File: src/rtl/exp_in_debounce.sv
// rtl/exp_in_debounce.sv - expansion-connector input synchroniser, debouncer and event flags
module exp_in_debounce #(
  parameter int DWE = 8,
  parameter int DBW = 20
) (
  input  logic             clk_i,
  input  logic             rst_i,
  input  logic [DWE-1:0]   pin_p_i,
  input  logic [DWE-1:0]   pin_n_i,
  input  logic [DBW-1:0]   deb_len_i,
  input  logic [2*DWE-1:0] rise_en_i,
  input  logic [2*DWE-1:0] fall_en_i,
  input  logic [2*DWE-1:0] clr_rise_i,
  input  logic [2*DWE-1:0] clr_fall_i,
  output logic [DWE-1:0]   dat_p_o,
  output logic [DWE-1:0]   dat_n_o,
  output logic [2*DWE-1:0] rise_o,
  output logic [2*DWE-1:0] fall_o,
  output logic             irq_o
);

  localparam int W = 2 * DWE;

  // N row occupies the upper half of every internal vector
  logic [W-1:0]   pins;
  logic [W-1:0]   s1;
  logic [W-1:0]   s2;
  logic [W-1:0]   stable;
  logic [W-1:0]   stable_nxt;
  logic [W-1:0]   evt;
  logic [W-1:0]   rise_set;
  logic [W-1:0]   fall_set;
  logic [W-1:0]   rise_q;
  logic [W-1:0]   fall_q;
  logic           irq_q;
  logic [DBW-1:0] cnt     [W];
  logic [DBW-1:0] cnt_nxt [W];

  assign pins = {pin_n_i, pin_p_i};

  // two-flop synchroniser for the asynchronous pins
  always_ff @(posedge clk_i or posedge rst_i) begin
    if (rst_i) begin
      s1 <= '0;
      s2 <= '0;
    end else begin
      s1 <= pins;
      s2 <= s1;
    end
  end

  // per-bit debounce decision: count while the synchronised level disagrees with the
  // committed level, commit once the count has reached the current debounce length
  always_comb begin
    stable_nxt = stable;
    evt        = '0;
    for (int i = 0; i < W; i++) begin
      cnt_nxt[i] = '0;
      if (s2[i] != stable[i]) begin
        if (cnt[i] >= deb_len_i) begin
          stable_nxt[i] = s2[i];
          evt[i]        = 1'b1;
        end else begin
          cnt_nxt[i] = cnt[i] + 1'b1;
        end
      end
    end
  end

  assign rise_set = evt & stable_nxt;
  assign fall_set = evt & ~stable_nxt;

  // committed levels and debounce counters
  always_ff @(posedge clk_i or posedge rst_i) begin
    if (rst_i) begin
      stable <= '0;
      for (int i = 0; i < W; i++) begin
        cnt[i] <= '0;
      end
    end else begin
      stable <= stable_nxt;
      for (int i = 0; i < W; i++) begin
        cnt[i] <= cnt_nxt[i];
      end
    end
  end

  // sticky event flags; a new event outranks a same-cycle clear so nothing is lost
  always_ff @(posedge clk_i or posedge rst_i) begin
    if (rst_i) begin
      rise_q <= '0;
      fall_q <= '0;
    end else begin
      rise_q <= (rise_q & ~clr_rise_i) | rise_set;
      fall_q <= (fall_q & ~clr_fall_i) | fall_set;
    end
  end

  // registered interrupt from the enabled flags
  always_ff @(posedge clk_i or posedge rst_i) begin
    if (rst_i) begin
      irq_q <= 1'b0;
    end else begin
      irq_q <= |((rise_q & rise_en_i) | (fall_q & fall_en_i));
    end
  end

  assign dat_p_o = stable[DWE-1:0];
  assign dat_n_o = stable[W-1:DWE];
  assign rise_o  = rise_q;
  assign fall_o  = fall_q;
  assign irq_o   = irq_q;

endmodule

File: config.mk
export PLATFORM = sky130hd
export DESIGN_NAME = exp_in_debounce
export DESIGN_NICKNAME = d
export VERILOG_FILES = /design/src/rtl/exp_in_debounce.sv
export SDC_FILE = /design/constraint.sdc
export NUM_CORES = 1
export LEC_CHECK = 0
export ABC_AREA = 1
export CAP_MARGIN = 20
export CORE_UTILIZATION = 60
export DETAILED_ROUTE_END_ITERATION = 16
export HOLD_SLACK_MARGIN = 0.08
export PLACE_DENSITY_LB_ADDON = 0.15
export SYNTH_ARGS = -nofsm -noshare
export SYNTH_HDL_FRONTEND = slang
export SYNTH_SLANG_ARGS = --single-unit
File: constraint.sdc
create_clock -name clk_i -period 23.5 [get_ports clk_i]
set_clock_uncertainty 0.2 [all_clocks]
set_input_delay 4.7 -clock clk_i [delete_from_list [all_inputs] [get_ports clk_i]]
set_output_delay 4.7 -clock clk_i [all_outputs]
set_load 0.005 [all_outputs]
# Word level (Yosys, flattened, before mapping)
# Cells that the tools add are included.
dict set report classes {
  add_sub_neg 16
  n_mul 0
  div 0
  magnitude_cmp 16
  n_eq_ne 16
  shift 0
  n_mux 96
  bitwise 12
  reduce_logical 1
}
# cell n
set ops {}
lappend ops {{$mux W20} 32}
lappend ops {{$add A20 B1 Y20 const B} 16}
lappend ops {{$ge A20 B20 Y1} 16}
lappend ops {{$and A16 B16 Y16} 6}
lappend ops {{$mux W1} 64}
lappend ops {{$not A16 Y16} 3}
lappend ops {{$or A16 B16 Y16} 3}
lappend ops {{$ne A1 B1 Y1} 16}
lappend ops {{$reduce_or A16 Y1} 1}
dict set report totals {
  regBits 401
  latch_bits 0
  ramBits 0
  rom_bits 0
  in_bits 102
  word_cells 179
  n_memories 0
}

# Logic depth before layout (Yosys ltp)
# Gate-level depths: netlist of run 1.
dict set report depth {
  depth_word 6
  ltp_mapped 13
}

# Worst setup path before layout of run 1
# OpenSTA, ideal clock, no wires.
dict set report synth_path {
  kind {input to register}
  from {input deb_len_i[15]}
  to {register cnt[187] in the netlist's numbering}
  arrival_ns 6.207
  t_required_ns 23.229
  slack_ns 17.022
  stages 11
  n_path_buf 1
  path_cell_list {inv_1 > ha_1 > nand2_1 > inv_1 > nand2_1 > nand2_1 > a21oi_1 > and2_1 > nand3_2 > buf_6 > nor2_1}
}
# element line_no
set synth_rtl {}
lappend synth_rtl {{start, declared} 10} ;# input logic [DBW-1:0] deb_len_i,
lappend synth_rtl {{end signal, assigned by index} 83} ;# cnt[i] <= cnt_nxt[i];
lappend synth_rtl {{end, declared} 36} ;# logic [DBW-1:0] cnt [W];

==> summary.txt, run 1 <==
=====================================================================================
Status                                                                   finished, final reports clean
Via count of the routed design                                                  24900
Final critical path time including I/O delays and setup                       6.79 ns
Highest clock frequency the design can meet                                   147 MHz
All-Layer GR Usage                                                              0.307
Worst reg2reg endpoint                                                       cnt[215]
Setup CP Type                                                            primary input to flip-flop
Worst-case hold slack                                                        0.147 ns
Hold Crit Endpoint                                                             s2[10]
Detailed Route WL                                                            73200 um
Distinct cell type count of the synthesized netlist                                36
Initial detailed-routing violation count                                         1661
Routed length on met3                                                         4190 um
Worst max-slew margin expressed relative to the limit                           0.405
Hold-critical path depth                                                            0
Number of maximum-capacitance violations                                            0
Total standard cell area after synthesis                                    28900 um2
Cell Area, Placed                                                           31200 um2
Required time of the worst setup path                                        23.81 ns
I/O Buffers                                                                       150
Synth-to-Final Area Change                                                      13.7%
Pwr Density                                                               50.9 nW/um2
I/O Pins                                                                          151
Reg-to-Reg Start                                                             cnt[200]
Total gr overflow                                                                   0
Post-Synthesis Net Count                                                         4314
HPWL Detailed                                                                50800 um
Number of design rule violations left after detail routing                          0
Initial core utilization                                                        0.606
Number of inserted filler cells in the final layout                              4097
Sequential cell area fraction in the yosys report                               0.347
Leakage power                                                                 16.6 nW
Number of nets at the end of the flow                                            4522
VDD IR max                                                                0.0000578 V
Accumulated negative setup slack                                                 0 ns
Cell depth of the worst flop-to-flop path                                          11
Source of the worst hold timing path                                           s1[10]
Count of TritonRoute iterations in the first routing pass                           5
Number of instances resized during post-cts repair                                  0
Number of hold-repair buffers added at the cts stage                                0
Drt via density                                                                  5.26
Die height                                                                     221 um
Die outline area                                                            49000 um2
Max Used Layer                                                                   met4
Die X-Extent                                                                   221 um
Number of synthesized flops with an enable pin                                      0
Pins Over Slew Limit                                                                0
Number of antenna repair diodes                                                     0
Fin crit share                                                                  0.289
Number of clock buffers inserted by TritonCTS                                      46
Core utilization of the finished layout                                         0.689
Category of the worst setup path launch point                            primary input
Final Hold Violating Endpoints                                                      0
Hold WC Path Type                                                        flip-flop to flip-flop
H-tree depth                                                                        2
Clock tree buffer depth                                                             3
Largest net degree at the start of global routing                                 117
Initial antenna violation count                                                     0
TritonCTS clock tree                                                            built
Leading cell type in the layout, fill and taps excluded                  sky130_fd_sc_hd__nand2_1
Routed len/inst                                                               15.5 um
# Post-CTS Setup Buffers                                                            0
Commonest cells after routing, fill and taps aside                       sky130_fd_sc_hd__nand2_1 (1168), sky130_fd_sc_hd__nor2_1 (598), sky130_fd_sc_hd__inv_1 (491)
Internal reg-to-reg setup slack                                              21.26 ns
Yosys warning count                                                                 0
Synth async-reset ratio                                                          1.00
First-pass GRT wire length                                                  120000 um
Arrival time at the worst endpoint                                            7.10 ns
Site Rows                                                                          80
Ys flop type                                                             sky130_fd_sc_hd__dfrtp_1
Final setup viols                                                                   0
Clock latency on the worst-skew pair                                          0.60 ns
Worst Setup Slack, final                                                     16.71 ns
Max Fanout on Critical Path                                                        17
Wl on met1                                                                   32900 um
Final weighted congestion in routability-driven placement                       0.912
Post-synthesis register bit count                                                 401
Actual slew at the worst max-slew pin                                        0.893 ns
Unrepaired setup endpoints after global routing                                    no
Final design area excluding fillers                                         32800 um2
Standard cell core area                                                     47600 um2
Synth Instances                                                                  3876
Clock-pin slew of the registers on the worst-case setup and hold paths        0.06 ns
Root Driver                                                              sky130_fd_sc_hd__clkbuf_16
Worst slack, placed                                                          15.43 ns
Setup crit end kind                                                         flip-flop
Post-detailed-route count of antenna-violating nets                                 0
Met2 Routed Length                                                           32800 um
Syn Area/Cell                                                                7.45 um2
Number of global-route vias before repair                                       23800
Number of sinks on the clock net                                                  401
Share of layout cells above drive strength 1                                   0.0568
=====================================================================================
state kept, by name, summed over array words and instances, names as in the netlist:
signal and flops:
rise_o 16, stable 16, s1 16, irq_o 1, s2 16, cnt 320, fall_o 16
worst max-delay path: stages:
cell and delay, ns:
sky130_fd_sc_hd__clkdlybuf4s50_1 0.39, sky130_fd_sc_hd__inv_1 0.05, sky130_fd_sc_hd__buf_4 0.42, sky130_fd_sc_hd__ha_1 0.33, sky130_fd_sc_hd__nand2_1 0.09, sky130_fd_sc_hd__inv_1 0.04
sky130_fd_sc_hd__nand2_1 0.05, sky130_fd_sc_hd__nand2_1 0.07, sky130_fd_sc_hd__a21oi_1 0.16, sky130_fd_sc_hd__and2_1 0.20, sky130_fd_sc_hd__nand3_2 0.34, sky130_fd_sc_hd__nor2_1 0.22
per-layer routing:
metal / GRT usage / vias to the layer above
met4: 0.134 / 0
met3: 0.0434 / 161
met2: 0.501 / 570
li1: - / 12700
met5: 0 / -
met1: 0.409 / 11500
cell families after synthesis:
group           share of synthesized area
flops                               0.347
fa+ha+maj                           0.145
simple gates                        0.331
buf+inv                            0.0718
compound gates                     0.0396
xor+xnor                           0.0649
power breakdown:
group,switching (mW),internal (mW)
logic,0.115,0.0662
clock network,0.299,0.474
registers,0.0138,0.704
cell type report:
type                       instances  area [um2]  share of cell area
multi-input combinational       2953       16800               0.511
sequential                       401       10000               0.306
inverter                         506        1910              0.0581
timing repair buffer             176        1730              0.0526
clock buffer                      70        1400              0.0425
tap                              615         769              0.0234
clock inverter                    15         225             0.00686
Yosys cell counts, types with 3 or more instances:
cell type	count	share of area
sky130_fd_sc_hd__o21ai_0	61	0.011
sky130_fd_sc_hd__nor3_1	45	0.0078
sky130_fd_sc_hd__inv_2	14	0.0018
sky130_fd_sc_hd__nand4_2	6	0.0026
sky130_fd_sc_hd__nand3_2	11	0.0038
sky130_fd_sc_hd__nand3_1	147	0.025
sky130_fd_sc_hd__a21oi_1	101	0.017
sky130_fd_sc_hd__nand2_1	1168	0.15
sky130_fd_sc_hd__xor2_1	137	0.042
sky130_fd_sc_hd__nand4_4	7	0.0052
sky130_fd_sc_hd__nand4_1	93	0.020
sky130_fd_sc_hd__nor2_2	27	0.0058
sky130_fd_sc_hd__o21bai_1	23	0.0060
sky130_fd_sc_hd__nand3_4	11	0.0067
sky130_fd_sc_hd__and2_1	17	0.0037
sky130_fd_sc_hd__and2_2	3	0.00078
sky130_fd_sc_hd__o22ai_1	11	0.0024
sky130_fd_sc_hd__nor2_1	598	0.078
sky130_fd_sc_hd__a21o_1	6	0.0016
sky130_fd_sc_hd__buf_6	15	0.0058
sky130_fd_sc_hd__o21ai_1	6	0.0010
sky130_fd_sc_hd__xnor2_1	77	0.023
sky130_fd_sc_hd__inv_1	492	0.064
sky130_fd_sc_hd__nor3_2	24	0.0083
sky130_fd_sc_hd__ha_1	336	0.15
sky130_fd_sc_hd__nor2_4	15	0.0058
sky130_fd_sc_hd__nand2_2	11	0.0024
sky130_fd_sc_hd__dfrtp_1	401	0.35
worst max path at each step:
| stage | from | endpoint | slack, ns |
|---|---|---|---|
| floorplan | rst_i | cnt[0] | 7.45 |
| CTS | rst_i | cnt[285] | 16.07 |
| detailed placement | rst_i | cnt[289] | 15.43 |
| finish | deb_len_i[15] | cnt[189] | 16.71 |
| global route | deb_len_i[15] | cnt[267] | 16.51 |
| global placement | rst_i | cnt[250] | 15.49 |
through the flow:
step | power, mW | std cells
6_report | 1.67 | 4736
5_1_grt | 1.74 | 4736
4_1_cts | 1.68 | 4734
3_5_place_dp | 0.908 | 4649
3_3_place_gp | 0.904 | 4649
2_1_floorplan | 0.845 | 3876
Power figures use the tool's default switching activity.
==> run 2, diff against run 1 <==
==> constraint.sdc (replaced) <==
create_clock -name clk_i -period 6.45 [get_ports clk_i]
set_clock_uncertainty 0.2 [all_clocks]
set_input_delay 1.29 -clock clk_i [delete_from_list [all_inputs] [get_ports clk_i]]
set_output_delay 1.29 -clock clk_i [all_outputs]
set_load 0.005 [all_outputs]
==> run 2 against run 1 <==
  * Register-to-register slack got worse by 17 ns
  * Power rose to 3.6 times the previous value
  * First-iteration DRC count fell by 7.0%
  * Hold slack got worse by 0.0013 ns
  * Utilization fell by 0.14 points
  * Critical path type unchanged
  * Routed wire length rose by 1.4%
  * Clock power rose to 3.4 times the previous value
  * Via count rose by 0.60%
  * Critical endpoint is now cnt[271]
  * Die area did not move
  * Global-route usage rose by 0.23 points
  * Clock-buffer cell count fell by 6
  * Sequential share of layout area rose by 0.061 points
==> summary.txt, run 2 (synthesized netlist as in run 1, its figures left out) <==
=====================================================================================
Status                                                                   finished, final reports clean
H-tree depth                                                                        2   unchanged
Clock latency on the worst-skew pair                                          0.60 ns   about the same
Hold Crit Endpoint                                                              s2[8]
Gr busiest metal                                                                 met2
Leakage power                                                                 16.6 nW   -0.24%
Drt via density                                                                  5.29   +0.65%
Number of maximum-capacitance violations                                            0   unchanged
Core utilization of the finished layout                                         0.688   -0.00136
Pwr Density                                                                181 nW/um2   +260%
Actual slew at the worst max-slew pin                                         1.02 ns   +0.130 ns
Number of clock buffers inserted by TritonCTS                                      46   unchanged
Area of the multi-input gates                                               16800 um2   unchanged
Power share of the clock group                                                  0.448   -0.015
Met1 Track Usage GR                                                             0.418   +0.00952
First-pass GRT wire length                                                  121000 um   +0.91%
Largest net degree at the start of global routing                                 177   +51%
Final setup viols                                                                   0   unchanged
Number of sinks on the clock net                                                  401   unchanged
Die outline area                                                            49000 um2   unchanged
Count of TritonRoute iterations in the first routing pass                           5   unchanged
Worst-case hold slack                                                        0.146 ns   -0.00125 ns
Number of inserted filler cells in the final layout                              4069   -0.68%
Largest register by flop count                                                    cnt
Unrepaired setup endpoints after global routing                                    no
Non-filler instance count after layout                                           4734   -0.042%
VDD IR max                                                                 0.000204 V   +250%
Switching Power                                                               1.58 mW   +270%
Number of flip-flops in the largest register                                      320   unchanged
Final weighted congestion in routability-driven placement                       0.912   about the same
Hold WC Path Type                                                        flip-flop to flip-flop
Internal reg-to-reg setup slack                                               4.15 ns   -17.11 ns
Post-placement cell count                                                        4649   unchanged
Category of the worst setup path launch point                            primary input
Highest clock frequency the design can meet                                   258 MHz
Arrival time at the worst endpoint                                            4.18 ns   -2.92 ns
Setup crit end kind                                                         flip-flop
Fin crit share                                                                  0.601
Number of design rule violations left after detail routing                          0   unchanged
Root Driver                                                              sky130_fd_sc_hd__clkbuf_16
Number of instances resized during post-cts repair                                  0   unchanged
Source of the worst hold timing path                                            s1[8]
HPWL Detailed                                                                53300 um   +4.9%
All-Layer GR Usage                                                              0.309   +0.00226
Final Hold Violating Endpoints                                                      0   unchanged
Worst max-slew margin expressed relative to the limit                           0.317   -0.0876
FF/Latch Area                                                               10000 um2   unchanged
Share of layout cells above drive strength 1                                   0.0575   +0.000756
I/O Pins                                                                          151   unchanged
Number of global-route vias before repair                                       23800   -0.067%
Global-route met3 utilization                                                  0.0405   -0.00292
Clock tree buffer depth                                                             3   unchanged
Synth-to-Final Area Change                                                      13.4%
Seq pwr share                                                                   0.440   +0.011
Die height                                                                     221 um   unchanged
Pins Over Slew Limit                                                                0   unchanged
Net Sw Frac                                                                     0.266   +0.00963
# Post-CTS Setup Buffers                                                            0   unchanged
Commonest cells after routing, fill and taps aside                       sky130_fd_sc_hd__nand2_1 (1168), sky130_fd_sc_hd__nor2_1 (598), sky130_fd_sc_hd__inv_1 (491)
TritonCTS clock tree                                                            built
Number of hold-repair buffers added at the cts stage                                0   unchanged
Post-detailed-route count of antenna-violating nets                                 0   unchanged
Combinational Power Share                                                       0.111   +0.003
Site Rows                                                                          80   unchanged
Accumulated negative setup slack                                                 0 ns   unchanged
Setup CP Type                                                            primary input to flip-flop
Initial antenna violation count                                                     1   +1
Required time of the worst setup path                                         6.75 ns   -17.06 ns
Final critical path time including I/O delays and setup                       3.88 ns
Detailed Route WL                                                            74200 um   +1.4%
Reg-to-Reg Start                                                             cnt[190]
Number of nets at the end of the flow                                            4520   -0.044%
Worst slack, placed                                                           2.08 ns   -13.35 ns
Cell depth of the worst flop-to-flop path                                           9   -2
Clock-pin slew of the registers on the worst-case setup and hold paths        0.06 ns   about the same
Die X-Extent                                                                   221 um   unchanged
I/O Buffers                                                                       150   unchanged
Initial detailed-routing violation count                                         1545   -7.0%
Worst reg2reg endpoint                                                       cnt[193]
Hold-critical path depth                                                            0   unchanged
Internal power                                                                4.36 mW   +250%
Total gr overflow                                                                   0   unchanged
Number of antenna repair diodes                                                     0   unchanged
Initial core utilization                                                        0.606   unchanged
Routed len/inst                                                               15.7 um   +1.5%
Max Fanout on Critical Path                                                        18   +1
Via count of the routed design                                                  25000   +0.60%
Leading cell type in the layout, fill and taps excluded                  sky130_fd_sc_hd__nand2_1
Standard cell core area                                                     47600 um2   unchanged
Global-route met2 utilization                                                   0.511   +0.00926
Worst Setup Slack, final                                                      2.57 ns   -14.14 ns
=====================================================================================
[run 2: cell count changes in the layout (fill, tap and decap cells not counted), moves of 3 or more]
cell                         delta
sky130_fd_sc_hd__clkbuf_16      -3
sky130_fd_sc_hd__clkinvlp_4     +3
sky130_fd_sc_hd__clkinv_2       +3
sky130_fd_sc_hd__clkbuf_1       -4
sky130_fd_sc_hd__bufinv_16      -3
sky130_fd_sc_hd__buf_4          -5
[run 2: worst max path at each step]
stage / start / end / cells past startpoint
finish: deb_len_i[7] / cnt[271] / 14
detailed placement: deb_len_i[7] / cnt[271] / 14
CTS: deb_len_i[6] / cnt[271] / 14
floorplan: rst_i / cnt[0] / 1
global route: deb_len_i[7] / cnt[263] / 14
global placement: deb_len_i[17] / cnt[273] / 12
[run 2: power groups by stage]
stage / registers (mW) / clock network, mW / logic (mW)
2_1_floorplan: 2.65 / 0 / 0.431
3_3_place_gp: 2.66 / 0 / 0.637
3_5_place_dp: 2.66 / 0 / 0.659
4_1_cts: 2.61 / 2.71 / 0.665
5_1_grt: 2.62 / 2.81 / 0.754
6_report: 2.61 / 2.66 / 0.660
[run 2: layout make-up]
| type | count | share of cell area |
|---|---|---|
| multi-input combinational | 2953 | 0.512 |
| sequential | 401 | 0.306 |
| inverter | 506 | 0.0581 |
| timing repair buffer | 174 | 0.0537 |
| clock buffer | 64 | 0.0402 |
| tap | 615 | 0.0235 |
| clock inverter | 21 | 0.00634 |
[run 2: metrics by stage]
stage	total power [mW]	cell area (um2)
global placement	3.29	31200
detailed placement	3.32	31300
CTS	5.99	32800
global route	6.18	32800
finish	5.93	32800
floorplan	3.08	28900
[run 2: metal layers]
layer | share of wire | up-vias | routed length (um)
li1 | - | 12700 | -
met1 | 0.45 | 11600 | 33600
met2 | 0.46 | 598 | 34100
met3 | 0.054 | 154 | 3990
met4 | 0.034 | 2 | 2550
met5 | 0.00018 | - | 13
[run 2: worst max-delay path, cell delays in order]
cell and delay [ns]:
sky130_fd_sc_hd__clkdlybuf4s50_1 0.40, sky130_fd_sc_hd__inv_1 0.73, sky130_fd_sc_hd__buf_4 0.37, sky130_fd_sc_hd__ha_1 0.27, sky130_fd_sc_hd__nand2_1 0.08, sky130_fd_sc_hd__inv_1 0.04, sky130_fd_sc_hd__nand2_1 0.05, sky130_fd_sc_hd__nand2_1 0.04
sky130_fd_sc_hd__nand2_1 0.05, sky130_fd_sc_hd__nand2_1 0.06, sky130_fd_sc_hd__nand2_1 0.08, sky130_fd_sc_hd__and2_4 0.15, sky130_fd_sc_hd__nand3_2 0.32, sky130_fd_sc_hd__nor2_1 0.22
==> run 3, diff against run 2 <==
==> constraint.sdc (replaced) <==
create_clock -name clk_i -period 3.9 [get_ports clk_i]
set_clock_uncertainty 0.2 [all_clocks]
set_input_delay 0.78 -clock clk_i [delete_from_list [all_inputs] [get_ports clk_i]]
set_output_delay 0.78 -clock clk_i [all_outputs]
set_load 0.005 [all_outputs]
==> run 3 against run 2 <==
  * Design area up 1.2%
  * Cell count up 0.30%
  * First-iteration DRC count up 0.45%
  * Via count up 0.11%
  * Global-route usage up 0.19 points
  * Flip-flop and latch count unchanged
  * Register-to-register slack worse by 2.5 ns
  * Combinational power up 70%
  * Clock power up 84%
  * Clock-buffer cell count up 1
  * Sequential power up 66%
==> summary.txt, run 3 (synthesized netlist as in run 1, its figures left out) <==
=====================================================================================
Cell depth of the worst flop-to-flop path                                           9   unchanged
Detailed Route WL                                                            74700 um   +0.62%
Total power draw                                                              10.3 mW   +74%
Number of hold-repair buffers added at the cts stage                                0   unchanged
I/O Buffers                                                                       150   unchanged
Number of clock buffers inserted by TritonCTS                                      48   +4.3%
Number of instances resized during post-cts repair                                  0   unchanged
Number of sinks on the clock net                                                  401   unchanged
Initial core utilization                                                        0.606   unchanged
Source of the worst hold timing path                                           s1[11]
Clock-pin slew of the registers on the worst-case setup and hold paths        0.06 ns   about the same
Site Rows                                                                          80   unchanged
Worst max-slew margin expressed relative to the limit                           0.478   +0.161
Hold Crit Endpoint                                                             s2[11]
Net Sw Frac                                                                     0.256   -0.00920
Critical path, cell by cell                                              clkdlybuf4s50_1, inv_1, buf_4, ha_1, nand2_1, nor2_1, a21oi_1, and2_1, nand3_2, nor2_1
Share of layout cells above drive strength 1                                   0.0615   +0.00392
Cell Area, Placed                                                           31400 um2   +0.60%
Fin crit share                                                                  0.755
Delay of the slowest critical-path stage                                      0.44 ns   -0.29 ns
CP dominant cell by count                                                sky130_fd_sc_hd__nor2_1
I/O Pins                                                                          151   unchanged
Switching Power                                                               2.65 mW   +68%
Number of nets at the end of the flow                                            4535   +0.33%
First-pass GRT wire length                                                  122000 um   +0.67%
Initial detailed-routing violation count                                         1552   +0.45%
Category of the worst setup path launch point                            primary input
Largest register by flop count                                                    cnt
Final setup viols                                                                   0   unchanged
HPWL Detailed                                                                52700 um   -1.2%
Number of maximum-capacitance violations                                            0   unchanged
# Post-CTS Setup Buffers                                                            0   unchanged
Cell family with most CP delay                                           buffers and inverters
Clock latency on the worst-skew pair                                          0.60 ns   about the same
All-Layer GR Usage                                                              0.311   +0.00188
Accumulated negative setup slack                                                 0 ns   unchanged
Final weighted congestion in routability-driven placement                       0.915   +0.37%
Worst slack, placed                                                          0.357 ns   -1.73 ns
Via count of the routed design                                                  25100   +0.11%
Arrival time at the worst endpoint                                            3.25 ns   -0.93 ns
Number of design rule violations left after detail routing                          0   unchanged
Largest net degree at the start of global routing                                  75   -58%
Final critical path time including I/O delays and setup                       2.94 ns
Seq pwr share                                                                   0.418   -0.022
Internal reg-to-reg setup slack                                               1.68 ns   -2.47 ns
Number of flip-flops in the largest register                                      320   unchanged
FF/Latch Area                                                               10000 um2   unchanged
TritonCTS clock tree                                                            built
Reg-to-Reg Start                                                             cnt[190]
Worst path bufs/invs                                                                3   -1
Initial antenna violation count                                                     1   unchanged
Commonest cells after routing, fill and taps aside                       sky130_fd_sc_hd__nand2_1 (1168), sky130_fd_sc_hd__nor2_1 (598), sky130_fd_sc_hd__inv_1 (491)
Non-filler instance count after layout                                           4748   +0.30%
Hold WC Path Type                                                        flip-flop to flip-flop
Number of global-route vias before repair                                       24000   +0.88%
Post-detailed-route count of antenna-violating nets                                 0   unchanged
Core utilization of the finished layout                                         0.696   +0.00804
Highest clock frequency the design can meet                                   340 MHz
Unrepaired setup endpoints after global routing                                    no
Total gr overflow                                                                   0   unchanged
Number of antenna repair diodes                                                     0   unchanged
Required time of the worst setup path                                         4.21 ns   -2.54 ns
Die outline area                                                            49000 um2   unchanged
Cell type of the slowest stage on the worst timing path                  sky130_fd_sc_hd__inv_1
H-tree depth                                                                        2   unchanged
Worst Setup Slack, final                                                     0.957 ns   -1.61 ns
Final design area excluding fillers                                         33200 um2   +1.2%
Drt via density                                                                  5.28   -0.19%
Worst reg2reg endpoint                                                       cnt[185]
Internal power                                                                7.69 mW   +76%
Synth-to-Final Area Change                                                      14.8%
Post-placement cell count                                                        4662   +0.28%
Max Fanout on Critical Path                                                        17   -1
Die X-Extent                                                                   221 um   unchanged
Die height                                                                     221 um   unchanged
Leakage power                                                                 16.7 nW   +1.0%
Hold-critical path depth                                                            0   unchanged
Power share of the clock group                                                  0.473   +0.025
Leading cell type in the layout, fill and taps excluded                  sky130_fd_sc_hd__nand2_1
Clock tree buffer depth                                                             3   unchanged
Setup CP Type                                                            primary input to flip-flop
Standard cell core area                                                     47600 um2   unchanged
Number of inserted filler cells in the final layout                              4093   +0.59%
Final Hold Violating Endpoints                                                      0   unchanged
Root Driver                                                              sky130_fd_sc_hd__clkbuf_16
Count of TritonRoute iterations in the first routing pass                           5   unchanged
Pins Over Slew Limit                                                                0   unchanged
Status                                                                   finished, final reports clean
Routed len/inst                                                               15.7 um   +0.32%
Setup crit end kind                                                         flip-flop
Worst-case hold slack                                                        0.146 ns   -0.000169 ns
VDD IR max                                                                 0.000352 V   +72%
Area of the multi-input gates                                               16800 um2   unchanged
Combinational Power Share                                                       0.109   -0.002
Pwr Density                                                                312 nW/um2   +72%
Actual slew at the worst max-slew pin                                        0.783 ns   -0.241 ns
=====================================================================================
==> run 3: cell count changes in the layout (fill, tap and decap cells not counted), moves of 3 or more <==
| cell | change |
|---|---|
| sky130_fd_sc_hd__clkbuf_16 | +3 |
| sky130_fd_sc_hd__clkbuf_1 | -3 |
| sky130_fd_sc_hd__bufinv_16 | +5 |
| sky130_fd_sc_hd__buf_12 | +12 |
| sky130_fd_sc_hd__clkinvlp_4 | +3 |
| sky130_fd_sc_hd__buf_16 | -3 |
| sky130_fd_sc_hd__clkinv_2 | -6 |
| sky130_fd_sc_hd__buf_4 | +4 |
==> run 3: cell type report <==
class	instances	share of cell area
multi-input cells	2953	0.506
flip-flops and latches	401	0.303
repair buffers	187	0.0588
inverters	506	0.0574
clock buffers	65	0.0421
well taps	615	0.0232
clock inverters	21	0.00981
==> run 3: layer usage <==
metal	global-route usage	routed length, um
met5	0	13
met4	0.134	3350
met3	0.0486	4310
met2	0.498	33500
met1	0.420	33500
==> run 3: worst register-to-register path, delay by kind of cell, from the launching register on <==
| family | cells | cell delay [ns] |
|---|---|---|
| AO/OA/AOI/OAI | 1 | 0.04 |
| flip-flops | 1 | 0.46 |
| adder cells (fa/ha/maj) | 1 | 0.30 |
| AND/OR/NAND/NOR | 7 | 1.13 |
==> run 3: how the worst max path moves through the flow <==
stage / from / endpoint / cells past startpoint
2_1_floorplan: rst_i / cnt[0] / 1
3_3_place_gp: deb_len_i[16] / cnt[181] / 10
3_5_place_dp: deb_len_i[16] / cnt[190] / 10
4_1_cts: deb_len_i[16] / cnt[190] / 10
5_1_grt: deb_len_i[16] / cnt[120] / 12
6_report: deb_len_i[16] / cnt[185] / 10
==> run 3: power by group through the flow <==
stage | logic, mW | registers [mW] | clock network (mW)
2_1_floorplan | 0.713 | 4.38 | 0
3_3_place_gp | 1.09 | 4.39 | 0
3_5_place_dp | 1.11 | 4.40 | 0
4_1_cts | 1.13 | 4.32 | 4.97
5_1_grt | 1.27 | 4.33 | 5.13
6_report | 1.12 | 4.32 | 4.90
